[src/rtl/mdu_pkg.sv]
// Shared types and constants for the HI/LO multiply sequencer.
// Imported by mdu_ctrl; mdu_sign_adj is width-parameterised and needs none of it.
package mdu_pkg;

   typedef enum logic {
      IDLE = 1'b0,
      RUN  = 1'b1
   } mdu_state_e;

   localparam logic MDU_OP_MULTU = 1'b0;
   localparam logic MDU_OP_MULT  = 1'b1;

   localparam int unsigned OPND_W = 32;
   localparam int unsigned PROD_W = 64;

   // A one-cycle hold still needs a 1-bit counter so the vector is never empty.
   function automatic int unsigned cnt_width(input int unsigned n);
      return (n > 1) ? $clog2(n) : 1;
   endfunction

endpackage

[src/rtl/mdu_sign_adj.sv]
// Conditional two's complement negate.
// Used as abs() on operand entry and as product negate on exit.
module mdu_sign_adj #(
   parameter int unsigned W = 32
) (
   input  logic [W-1:0] val_i,
   input  logic         neg_i,
   output logic [W-1:0] res_o
);

   assign res_o = neg_i ? (-val_i) : val_i;

endmodule

[src/rtl/mdu_ctrl.sv]
// Multi-cycle sequencer around an external unsigned 32x32 multiplier.
// Holds magnitudes on mul_a/mul_b for MUL_CYCLES cycles, then writes the signed-corrected product into HI/LO.
module mdu_ctrl
   import mdu_pkg::*;
#(
   parameter int unsigned MUL_CYCLES = 4
) (
   input  logic              clk,
   input  logic              rst,
   input  logic              start,
   input  logic              op_signed,
   input  logic [OPND_W-1:0] rs_val,
   input  logic [OPND_W-1:0] rt_val,
   input  logic              mthi,
   input  logic              mtlo,
   input  logic [OPND_W-1:0] wdata,
   output logic [OPND_W-1:0] mul_a,
   output logic [OPND_W-1:0] mul_b,
   input  logic [PROD_W-1:0] mul_z,
   output logic              busy,
   output logic              done,
   output logic [OPND_W-1:0] hi,
   output logic [OPND_W-1:0] lo
);

   localparam int unsigned     CNT_W    = cnt_width(MUL_CYCLES);
   localparam logic [CNT_W-1:0] CNT_LOAD = CNT_W'(MUL_CYCLES - 1);

   mdu_state_e        state_q;
   logic [CNT_W-1:0]  cnt_q;
   logic              neg_q;
   logic [OPND_W-1:0] mul_a_q, mul_b_q;
   logic [OPND_W-1:0] hi_q, lo_q;
   logic              done_q;

   logic              is_mult;
   logic [OPND_W-1:0] mul_a_d, mul_b_d;
   logic              neg_d;
   logic [PROD_W-1:0] prod_d;

   assign is_mult = (op_signed == MDU_OP_MULT);
   assign neg_d   = is_mult & (rs_val[OPND_W-1] ^ rt_val[OPND_W-1]);

   mdu_sign_adj #(.W(OPND_W)) u_abs_a (
      .val_i (rs_val),
      .neg_i (is_mult & rs_val[OPND_W-1]),
      .res_o (mul_a_d)
   );

   mdu_sign_adj #(.W(OPND_W)) u_abs_b (
      .val_i (rt_val),
      .neg_i (is_mult & rt_val[OPND_W-1]),
      .res_o (mul_b_d)
   );

   // Product magnitude is at most 2^62, so the 64-bit negate cannot overflow.
   mdu_sign_adj #(.W(PROD_W)) u_neg_prod (
      .val_i (mul_z),
      .neg_i (neg_q),
      .res_o (prod_d)
   );

   always_ff @(posedge clk) begin
      if (rst) begin
         state_q <= IDLE;
         cnt_q   <= '0;
         neg_q   <= 1'b0;
         mul_a_q <= '0;
         mul_b_q <= '0;
         hi_q    <= '0;
         lo_q    <= '0;
         done_q  <= 1'b0;
      end else begin
         done_q <= 1'b0;
         case (state_q)
            IDLE: begin
               // start outranks MTHI/MTLO; operands stay put otherwise to avoid toggling the array.
               if (start) begin
                  mul_a_q <= mul_a_d;
                  mul_b_q <= mul_b_d;
                  neg_q   <= neg_d;
                  cnt_q   <= CNT_LOAD;
                  state_q <= RUN;
               end else begin
                  if (mthi) hi_q <= wdata;
                  if (mtlo) lo_q <= wdata;
               end
            end
            RUN: begin
               if (cnt_q != '0) begin
                  cnt_q <= cnt_q - CNT_W'(1);
               end else begin
                  {hi_q, lo_q} <= prod_d;
                  done_q       <= 1'b1;
                  state_q      <= IDLE;
               end
            end
            default: state_q <= IDLE;
         endcase
      end
   end

   assign mul_a = mul_a_q;
   assign mul_b = mul_b_q;
   assign busy  = (state_q == RUN);
   assign done  = done_q;
   assign hi    = hi_q;
   assign lo    = lo_q;

endmodule

[config.mk]
export PLATFORM = sky130hd
export DESIGN_NAME = mdu_ctrl
export DESIGN_NICKNAME = d
export VERILOG_FILES = /design/src/rtl/mdu_pkg.sv /design/src/rtl/mdu_sign_adj.sv /design/src/rtl/mdu_ctrl.sv
export SDC_FILE = /design/constraint.sdc
export NUM_CORES = 1
export LEC_CHECK = 0
export BUFFER_PORTS_ARGS = -buffer_cell sky130_fd_sc_hd__buf_2
export CAP_MARGIN = 15
export CORE_UTILIZATION = 46
export CTS_CLUSTER_DIAMETER = 80
export DETAILED_ROUTE_END_ITERATION = 6
export PLACE_DENSITY_LB_ADDON = 0.25
export SLEW_MARGIN = 20
export SYNTH_ARGS = -nofsm -noshare
export SYNTH_HDL_FRONTEND = slang
export SYNTH_HIERARCHICAL = 1
export SYNTH_SLANG_ARGS = --single-unit
[constraint.sdc]
create_clock -name clk -period 2.8 [get_ports clk]
set_input_delay 0.42 -clock clk [delete_from_list [all_inputs] [get_ports clk]]
set_output_delay 0.42 -clock clk [all_outputs]
set_load 0.05 [all_outputs]
Yosys cells after proc, flatten, opt, wreduce, memory -nomap -nowiden
Cells that the tools add are included.

Bitwise operators: 5. Mux-type cells: 18. Reduce and logical (&&, ||, !) cells: 6. $add $sub $neg: 4. Equal/unequal tests: 6.

Operators with widths (number): two-way mux 32 bit (8); one-hot mux 32 bit (2 select lines) (2); two-way mux 64 bit (1); negation 32 bit (2); negation 64 bit (1); inequality test 2 bit (second input constant) (5); AND reduction 3 bit (2); two-way mux 2 bit (2); one-hot mux 2 bit (2 select lines) (1); AND reduction 2 bit (2); AND 1 bit (3); two-way mux 1 bit (3); inequality test 2 x 1 -> 1 bit (second input constant) (1); one-hot mux 1 bit (2 select lines) (1); nonzero test 2 bit (1); OR reduction 2 bit (1); subtractor 2 x 1 -> 2 bit (second input constant) (1); inverter 1 bit (1); XOR 1 bit (1).

Register bits: 133. Output and inout port bits: 130. Word-level logic and storage cells: 47.

Depth between registers and ports, before layout
Depth after elaboration: 4. Depth in mapped cells: 9. Mapped depth without buffers: 9.

Modules after synthesis
The synthesis kept the hierarchy.

By module, submodules not included: mdu_ctrl (times used 1, sequential area each 2662.6 µm², cells each 600, area an instance 5392.7 µm²); mdu_sign_adj (u_abs_a ...) (times used 2, sequential area each 0.0 µm², cells each 108, area an instance 767.0 µm²); mdu_sign_adj (u_neg_prod) (times used 1, sequential area each 0.0 µm², cells each 198, area an instance 1453.9 µm²).

Worst setup path after synthesis
No wires, ideal clock.

Kind: in2reg. Start: input port mul_z[40]. End: register hi_q[31], in the netlist hi[31]. Library setup time: 70 ps. Arrival time: 2637 ps. Stages on the path: 7. Setup slack: 93 ps. Required time: 2730 ps. Cells stage by stage: or4_4 > or4_4 > or4_4 > o41ai_2 > xnor2_1 > mux2i_1 > a21oi_1.

Word-level cells in the longest chain between the ends: 4.

Ends and longest elaborated chain: start, declared (line mdu_ctrl.sv:19) `input logic [PROD_W-1:0] mul_z,`; negation 64 bit (line mdu_sign_adj.sv:11) `assign res_o = neg_i ? (-val_i) : val_i;`; two-way mux 64 bit (line mdu_sign_adj.sv:11); named net prod_d[63] (line mdu_ctrl.sv:39) `logic [PROD_W-1:0] prod_d;`; two-way mux 32 bit (line mdu_ctrl.sv:90) `if (cnt_q != '0) begin`; one-hot mux 32 bit (2 select lines) (line mdu_ctrl.sv:75) `case (state_q)`; end signal, assigned (line mdu_ctrl.sv:85) `if (mthi) hi_q <= wdata;`; end signal, assigned (line mdu_ctrl.sv:93) `{hi_q, lo_q} <= prod_d;`; end, declared (line mdu_ctrl.sv:33) `logic [OPND_W-1:0] hi_q, lo_q;`.

The timed path passes the listed nets, and every way through them passes these cells. The select of a mux whose other input is x is not followed. A chain may end at the register's enable or synchronous reset.

Final worst setup path
Ends and elaborated chain as after synthesis.

==> impl_metrics.csv <==
group,metric,value,unit
synth,async_reset_ff_frac,0,
cts,cts_htree_levels,4,
setup_path,end_kind,"flop",
setup_path,reg2reg_depth,4,
finish,layout_common_cells,"buf_2, nand2_1, a21oi_1, dfxtp_1, xnor2_1",
power_and_ir_drop,ir_drop,397.9,uV
routing,wl,27350,um
place,gp_congestion,0.9198,
power_and_ir_drop,pwr-share-clk,0.368,
setup_path,cp-start-kind,"input pin",
synth,ys_warn_count,6,
finish,nFillCells,1594,
synth,syn_area,8381,um^2
finish,multiInputGateArea,5248,um^2
synth,synth.ff_latch_count,133,
synth,synth_cells,1014,
power_and_ir_drop,powerDensity,596.6,nW/um^2
power_and_ir_drop,intPower,4.147,mW
setup_path,critPathArrivalTime,2.83,ns
floorplan,rows,48,
setup_path,critPathKind,"input pin to flop",
global_route,track_usage,0.2868,
setup_path,worst-path-max-fanout,4,
global_route,grt_pass1_vias,8215,
worst_hold_path,worst_hold_path_type,"input pin to flop",
floorplan,die_area,18760,um^2
worst_hold_path,worstHoldStart,"op_signed",
global_route,grt_pass1_wl,41700,um
synth,yosys_most_used_dff,"dfxtp_1",
worst_hold_path,min_path_cells,3,
floorplan,die_w,137.0,um
place,hpwl,19860,um
job,maxCapViolations,0,
finish,regArea,2668,um^2
cts,cts_setup_buffers,0,
sta,slew_viol_final,0,
synth,yosysSeqAreaShare,0.3177,
setup_path,cp-startpoint,"mul_z[40]",
power_and_ir_drop,swShare,0.3563,
setup_path,timing.rr.start,"busy$_SDFF_PP0_",
finish,utilization,0.6159,
floorplan,initial_core_util,0.4779,
finish,area_growth,28.87,%
finish,fin_nets,1470,
setup_path,required,3.15,ns
global_route,grt_start_max_net_pins,69,
setup_path,reg2reg_slack,0.54,ns
sta,setup_viol,0,
global_route,grt-ovfl-total,0,
sta,slew_headroom,0.2395,
routing,drcViolationCount,0,
setup_path,critPathCapture,"hi[31]$_SDFFE_PP0P_",
sta,setup_tns,0,ns
place,io_buffers,295,
routing,drtAntennaViolNets,0,
power_and_ir_drop,power_frac_seq,0.341,
routing,drt-initial-drc-count,525,
cts,ctsHoldBuffers,0,
sta,fin_crit_sh,0.8854,
setup_path,r2r-end,"hi[23]$_SDFFE_PP0P_",
cts,numCtsBuffers,17,
power_and_ir_drop,p_leak,4.486,nW
power_and_ir_drop,p_comb_frac,0.291,
sta,layout_min_cycle_time,2.479,ns
sta,timing.fmax,403.4,MHz
floorplan,pin_count,296,
cts,clk_pin_slew,0.06,ns
cts,cts_tree,"yes",
outcome,status,"completed",
power_and_ir_drop,total_power,6.443,mW
routing,vias_per_cell,5.636,
synth,syn-num-nets,1185,
finish,drive_above_1_share,0.3117,
sta,rsz0062_at_grt,"no",
sta,hold_violations,0,
synth,postSynthAreaPerCell,8.265,um^2
routing,drt-pass1-iter-count,5,
routing,vias,8680,
finish,final_common_cell,"buf_2",
cts,worstSkewPairLatency,0.43,ns
cts,cts.sink_count,133,
sta,tightest_slew,1.140,ns
cts,cts_resized,0,
power_and_ir_drop,power.switching,2.296,mW
cts,cts_root_buf,"clkbuf_16",
sta,skew,0.008704,ns
synth,yosys.cell_types.count,42,
cts,cts_buffer_depth,2,
floorplan,core_area,17540,um^2
global_route,antenna_found_initial,3,
routing,drt-wirelength-per-cell,17.76,um
floorplan,chipHeight,137.0,um
synth,synth-edff-count,0,
[cell families after synthesis]
family | after synthesis | share of synthesized area
buf+inv | 97 | 0.05897
simple gates | 291 | 0.1763
fa+ha+maj | 5 | 0.007465
xor+xnor | 121 | 0.1265
compound gates | 303 | 0.2366
flops | 133 | 0.3177
mux | 64 | 0.07644
[sequential cells by signal, indices dropped and copies added (netlist names)]
register,flops
busy,1
cnt_q,2
done,1
hi,32
lo,32
mul_a,32
mul_b,32
neg_q,1
[metal layers]
layer / up-vias / GRT usage / part of all wire
li1: 4264 / - / -
met1: 4003 / 0.3475 / 0.43
met2: 361 / 0.4711 / 0.46
met3: 50 / 0.08556 / 0.086
met4: 2 / 0.1178 / 0.024
met5: - / 0 / 0.00048
[power groups by stage]
stage	logic [mW]	clock network, mW	registers, mW
5_1_grt	2.01	2.49	2.22
3_5_place_dp	1.87	0	2.23
2_1_floorplan	0.737	0	2.81
6_report	1.88	2.37	2.20
4_1_cts	1.87	2.41	2.20
3_3_place_gp	1.85	0	2.23
[cell usage after synthesis (5+ instances only)]
cell,instances,area (um^2)
or4_1,19,142.6
o31ai_1,100,750.7
nand3_1,5,25.02
nor2_1,15,56.30
nand4_1,6,37.54
o41ai_2,7,113.9
ha_1,5,62.56
or2_2,6,37.54
nand2_1,163,611.8
buf_6,8,90.09
buf_4,8,60.06
nor3_1,6,30.03
a21oi_1,131,655.6
inv_1,16,60.06
mux2i_1,64,640.6
clkbuf_1,31,116.4
dfxtp_1,133,2663
o21ai_0,28,140.1
nor4_1,12,75.07
or3_1,15,93.84
xnor2_1,120,1051
o41ai_1,33,289.0
buf_2,32,160.2
nand2b_1,10,62.56
or4_4,7,78.83
[critical path: stages]
cell	delay [ns]
buf_2	0.10
or4_4	0.53
or4_4	0.50
or4_4	0.55
o41ai_2	0.32
xnor2_1	0.15
mux2i_1	0.08
a21oi_1	0.17
[metrics by stage]
step           hold slack [ns]  worst slack [ns]  cells  area [um^2]
5_1_grt                 0.2742            0.1723   1538        10800
3_3_place_gp            0.4393          -0.08591   1505        10170
6_report                0.2556            0.3209   1540        10800
4_1_cts                 0.2393            0.3373   1537        10790
3_5_place_dp            0.4440          -0.09195   1505        10170
2_1_floorplan           0.4286           0.09305   1014         8381
[cell type report]
type                            instances  area share
Multi-Input combinational cell        784      0.4859
Sequential cell                       133      0.2470
Timing Repair Buffer                  347      0.1775
Clock buffer                           22     0.04391
Tap cell                              225     0.02607
Clock inverter                         10     0.01344
Inverter                               16    0.005561
Antenna cell                            3   0.0006951
[worst min-delay path by stage]
stage	endpoint	slack, ns
after floorplan	neg_q$_SDFFE_PP0P_	0.43
after global placement	mul_b[9]$_SDFFE_PP0P_	0.44
after detailed placement	mul_a[9]$_SDFFE_PP0P_	0.44
after CTS	neg_q$_SDFFE_PP0P_	0.24
after global routing	mul_b[0]$_SDFFE_PP0P_	0.27
final	neg_q$_SDFFE_PP0P_	0.26
Note: power is estimated with default switching activity, not from simulation.
